==> src/rtl/serial_subtractor.sv <==
// Bit-serial subtractor: one full-subtractor cell plus a registered borrow,
// LSB first, one bit per clock, with a start/busy/done handshake.
module serial_subtractor #(
  parameter int WIDTH = 4
) (
  input  logic             i_clk,
  input  logic             i_rst_n,
  input  logic             i_start,
  input  logic [WIDTH-1:0] i_ain,
  input  logic [WIDTH-1:0] i_bin,
  input  logic             i_bw,
  output logic             o_busy,
  output logic             o_done,
  output logic [WIDTH-1:0] o_diff,
  output logic             o_bout
);

  localparam int CNT_W = $clog2(WIDTH) + 1;

  typedef enum logic [1:0] {
    S_IDLE = 2'd0,
    S_RUN  = 2'd1,
    S_DONE = 2'd2
  } state_e;

  state_e             state_q, state_d;
  logic [WIDTH-1:0]   a_q, a_d;
  logic [WIDTH-1:0]   b_q, b_d;
  logic [WIDTH-1:0]   dsh_q, dsh_d;
  logic [WIDTH-1:0]   diff_q, diff_d;
  logic               br_q, br_d;
  logic               bout_q, bout_d;
  logic [CNT_W-1:0]   cnt_q, cnt_d;
  logic               dbit;
  logic               bnext;
  logic               last_bit;

  function automatic logic fs_diff(input logic a, input logic b, input logic bi);
    return a ^ b ^ bi;
  endfunction

  function automatic logic fs_borrow(input logic a, input logic b, input logic bi);
    return (~a & b) | (~(a ^ b) & bi);
  endfunction

  assign dbit     = fs_diff(a_q[0], b_q[0], br_q);
  assign bnext    = fs_borrow(a_q[0], b_q[0], br_q);
  assign last_bit = (cnt_q == CNT_W'(WIDTH - 1));

  always_ff @(posedge i_clk or negedge i_rst_n) begin
    if (!i_rst_n) begin
      state_q <= S_IDLE;
      a_q     <= '0;
      b_q     <= '0;
      dsh_q   <= '0;
      diff_q  <= '0;
      br_q    <= 1'b0;
      bout_q  <= 1'b0;
      cnt_q   <= '0;
    end else begin
      state_q <= state_d;
      a_q     <= a_d;
      b_q     <= b_d;
      dsh_q   <= dsh_d;
      diff_q  <= diff_d;
      br_q    <= br_d;
      bout_q  <= bout_d;
      cnt_q   <= cnt_d;
    end
  end

  always_comb begin
    state_d = state_q;
    unique case (state_q)
      S_IDLE:  if (i_start) state_d = S_RUN;
      S_RUN:   if (last_bit) state_d = S_DONE;
      S_DONE:  state_d = S_IDLE;
      default: state_d = S_IDLE;
    endcase
  end

  // Shift datapath; the result registers load only on the MSB edge so they
  // hold the previous answer for the whole of the next operation.
  always_comb begin
    a_d    = a_q;
    b_d    = b_q;
    dsh_d  = dsh_q;
    diff_d = diff_q;
    br_d   = br_q;
    bout_d = bout_q;
    cnt_d  = cnt_q;
    unique case (state_q)
      S_IDLE: begin
        if (i_start) begin
          a_d   = i_ain;
          b_d   = i_bin;
          br_d  = i_bw;
          cnt_d = '0;
          dsh_d = '0;
        end
      end
      S_RUN: begin
        a_d   = a_q >> 1;
        b_d   = b_q >> 1;
        br_d  = bnext;
        cnt_d = cnt_q + CNT_W'(1);
        dsh_d = {dbit, dsh_q[WIDTH-1:1]};
        if (last_bit) begin
          diff_d = {dbit, dsh_q[WIDTH-1:1]};
          bout_d = bnext;
        end
      end
      default: ;
    endcase
  end

  always_comb begin
    o_busy = (state_q != S_IDLE);
    o_done = (state_q == S_DONE);
  end

  assign o_diff = diff_q;
  assign o_bout = bout_q;

endmodule

==> config.mk <==
export PLATFORM = sky130hd
export DESIGN_NAME = serial_subtractor
export DESIGN_NICKNAME = d
export VERILOG_FILES = /design/src/rtl/serial_subtractor.sv
export SDC_FILE = /design/constraint.sdc
export NUM_CORES = 1
export LEC_CHECK = 0
export CORE_MARGIN = 2
export CORE_UTILIZATION = 45
export DETAILED_ROUTE_END_ITERATION = 6
export MAX_ROUTING_LAYER = met4
export PLACE_DENSITY = 0.73
export SYNTH_ARGS = -nofsm -noshare
export SYNTH_HDL_FRONTEND = slang
export SYNTH_SLANG_ARGS = --single-unit
export TNS_END_PERCENT = 5
==> constraint.sdc <==
create_clock -name i_clk -period 1.22 [get_ports i_clk]
set_input_delay 0.366 -clock i_clk [delete_from_list [all_inputs] [get_ports i_clk]]
set_output_delay 0.366 -clock i_clk [all_outputs]
set_load 0.01 [all_outputs]
==> run summary <==
Max-Cap Viols: 0
part of the Yosys area used for sequential elements: 0.5419
DRC violation count after routing: 0
startpoint of the most critical register-to-register path: state_q[1]
post-detailed-routing wire length: 2.268 mm
fraction of layout instances using a drive strength above 1: 0.3984
maximum net fanout on the critical path: 3
pin count of the biggest net entering global routing: 23
Die ar.: 0.002654 sq mm
post-detail-place hpwl: 1.547 mm
number of endpoints with negative hold slack in the final report: 0
final global-route overflow total: 0
first-pass GRT wire length: 3.663 mm
final clock period utilization by the worst path: 1.235
Most used DFF post-synth: sky130_fd_sc_hd__dfrtp_1
Clock Sinks: 22
First DRT Iteration DRCs: 16
reg-to-reg slack, setup: -0.15 ns
critical path startpoint category: flip-flop
Root Driver: sky130_fd_sc_hd__clkbuf_4
Overall Power: 3.801 mW
cell chain of the critical path: or2_4 -> buf_6
largest buffer count on any clock path: 2
chip height: 51.52 microns
Compound-Gate Fraction of Synth Area: 0.2007
largest incremental delay on the critical path: 0.44 ns
mean cell area of the mapped netlist: 11.42 sq um
peak clock frequency supported by timing: 663.5 MHz
placement row count: 17
number of distinct library cell variants in the gate-level netlist after synthesis: 24
Initial Util: 0.4683
Skew-Pair Late Insertion Delay: 0.30 ns
fraction of registers with async set or reset after synthesis: 1.000
power per cell area: 2575 mW/mm^2
critical path depth in cells: 2
class of the tightest hold or removal check: primary input to asynchronous set/reset pin
H-tree levels: 1
number of flip-flops and latches in the synthesized netlist: 22
end point of the critical path: o_busy
synthesized cell area: 0.001016 sq mm
Register Area: 550.5 sq um
antenna viol nets, final: 0
TritonCTS clock tree: done
count of final setup violators: 20
data arrival at the endpoint of the critical path: 1.14 ns
diode insertion count for antenna repair: 0
mux contribution to synthesized area: 0.05542
synth top area cells: sky130_fd_sc_hd__dfrtp_1, sky130_fd_sc_hd__o22ai_1, sky130_fd_sc_hd__mux2_1
required time at the endpoint of the critical path: 0.85 ns
top-level port count: 19
worst r2r dst: o_diff[0]
outcome: complete, but fails checks
type of destination of the critical path: primary output
Detailed Routing Iterations Pass 1: 4
startpoint-to-endpoint class of the critical path: flip-flop to primary output
Worst Tran Pin Value: 0.3007 ns
Via-to-Cell Ratio: 5.295
Area growth syn-to-layout: 45.32%
core region area: 0.002170 sq mm
RD Place Congestion: 0.8204
Pins Over Slew Limit: 0
clock transition time at the flip-flop clock pins of the worst setup and hold paths: 0.12 ns
routed vias: 826
Max VDD drop: 0.001415 V
clock buffers created by TritonCTS: 3
cell accounting for the most synthesized area: sky130_fd_sc_hd__dfrtp_1
vias in the first global route: 814
cell with the most instances after synthesis: sky130_fd_sc_hd__dfrtp_1
area share of xor/xnor cells in the synthesized design: 0
smallest setup slack after layout: -0.2872 ns
dominant combinational cell family by area after synthesis: compound AO/OA/AOI/OAI gates
adder and majority cell fraction of the synthesized area: 0.04433
Fillers: 175
violations in the final reports: setup timing
cells after synthesis: 89
die width: 51.52 microns
cell with the largest stage delay on the worst path: sky130_fd_sc_hd__dfrtp_1
warnings from Yosys: 0
count of input and output buffers: 18
sum of buffers and inverters on the critical path: 1
Max-Slew Margin vs Limit: 0.7995
post-synth top area share: 0.5419
Final Net Count: 144
leakage dissipation: 0.7068 nW
utilization of the core after routing: 0.6805
worst setup skew after layout: 0.008782 ns
Setup TNS: -2.121 ns
routed length per placed instance: 14.54 microns
quantity of hold-fixing buffers added after cts: 0
Worst Setup SP: state_q[1]
RSZ-0062 raised after global routing: yes
overall track demand over capacity in global routing: 0.1917
multi-input combinational cell area: 474.2 sq um
number of nets produced by synthesis: 104
worst-case setup slack after placement: -0.3319 ns
ranking of synthesized cells by instance count: sky130_fd_sc_hd__dfrtp_1, sky130_fd_sc_hd__o22ai_1, sky130_fd_sc_hd__a21oi_1, sky130_fd_sc_hd__inv_1, sky130_fd_sc_hd__nand2_1
clock period minus worst slack: 1.507 ns
kind of cell with the highest combined delay on the critical path: flip-flops
cell count of the worst reg-to-reg path: 4
simple-gate share of the synthesized area: 0.09360
number of synthesized flops with an enable pin: 0
initial antenna violation count: 0
state kept, by name, indices dropped and copies added, names as in the netlist:
signal   flops
dsh_q        3
o_bout       1
a_q          4
br_q         1
b_q          4
cnt_q        3
o_diff       4
state_q      2
cells in the final DEF, fill, tap and decap left out, drive strengths merged:
| master | netlist | routed |
|---|---|---|
| buf | 4 | 28 |
| nor4bb | 1 | 1 |
| o22ai | 10 | 10 |
| o21ai | 7 | 7 |
| a22o | 4 | 4 |
| fa | 1 | 1 |
| nand3b | 1 | 1 |
| mux2 | 5 | 5 |
| nand2b | 2 | 2 |
| nand2 | 6 | 6 |
| o221ai | 1 | 1 |
| nor2b | 1 | 1 |
| clkdlybuf4s50 | 0 | 10 |
| nor2 | 4 | 4 |
| o21bai | 1 | 1 |
| ha | 2 | 2 |
| bufinv | 0 | 1 |
| dlygate4sd2 | 0 | 1 |
| a21oi | 7 | 7 |
| inv | 8 | 8 |
| or2 | 1 | 1 |
| clkbuf | 0 | 3 |
| dfrtp | 22 | 22 |
| o32ai | 1 | 1 |
power breakdown:
group | switching [mW] | total [mW] | internal (mW)
Clock | 0.215 | 0.547 | 0.332
Combinational | 0.855 | 1.96 | 1.11
Sequential | 0.224 | 1.29 | 1.07
Total | 1.29 | 3.80 | 2.51
area by class of cell:
cell class                 instances  share of cell area
sequential                        22              0.3729
multi-input combinational         55              0.3212
timing repair buffer              39              0.2246
tap                               28             0.02373
inverter                           8             0.02203
clock inverter                     1             0.02034
clock buffer                       3             0.01525
cells by family (layout without fill, tap and decap cells):
kind of cell,count (synthesis),count (layout)
simple gates,16,16
flops,22,22
fa+ha+maj,3,3
buf+inv,12,51
mux,5,5
compound gates,31,31
per-layer routing:
| metal | GRT usage | wire length, microns | up-vias |
|---|---|---|---|
| li1 | - | - | 397 |
| met1 | 0.2548 | 976 | 394 |
| met2 | 0.2863 | 1109 | 29 |
| met3 | 0.02874 | 125 | 6 |
| met4 | 0.1009 | 56 | 0 |
| met5 | - | 0 | - |
timing repair:
action,4_1_cts,5_1_grt
buffers inserted,3,0
hold endpoints to repair,0,0
resized for setup,37,6
endpoints found under the setup margin,21,27
pin swaps,3,1
worst min path at each step:
stage             start  slack [ns]        end  depth (start not counted)
2_1_floorplan   i_rst_n        0.07     a_q[0]                          0
3_3_place_gp   cnt_q[2]        0.47   cnt_q[2]                          2
3_5_place_dp   cnt_q[2]        0.48   cnt_q[2]                          2
4_1_cts         i_rst_n        0.38  o_diff[1]                          2
5_1_grt         i_rst_n        0.39   dsh_q[3]                          2
6_report        i_rst_n        0.38  o_diff[1]                          2
worst register-to-register path, stage by stage (launching register included):
cell and delay (ns):
sky130_fd_sc_hd__dfrtp_1 0.44, sky130_fd_sc_hd__buf_4 0.16, sky130_fd_sc_hd__buf_4 0.14, sky130_fd_sc_hd__nand3b_4 0.20, sky130_fd_sc_hd__mux2_4 0.31
metrics by stage:
| stage | area [sq um] | std cells | hold slack, ns |
|---|---|---|---|
| 2_1_floorplan | 1046 | 89 | 0.07041 |
| 3_3_place_gp | 1374 | 149 | 0.4678 |
| 3_5_place_dp | 1374 | 149 | 0.4771 |
| 4_1_cts | 1444 | 156 | 0.3763 |
| 5_1_grt | 1476 | 156 | 0.3852 |
| 6_report | 1476 | 156 | 0.3843 |
Note: power is estimated with default switching activity, not from simulation.
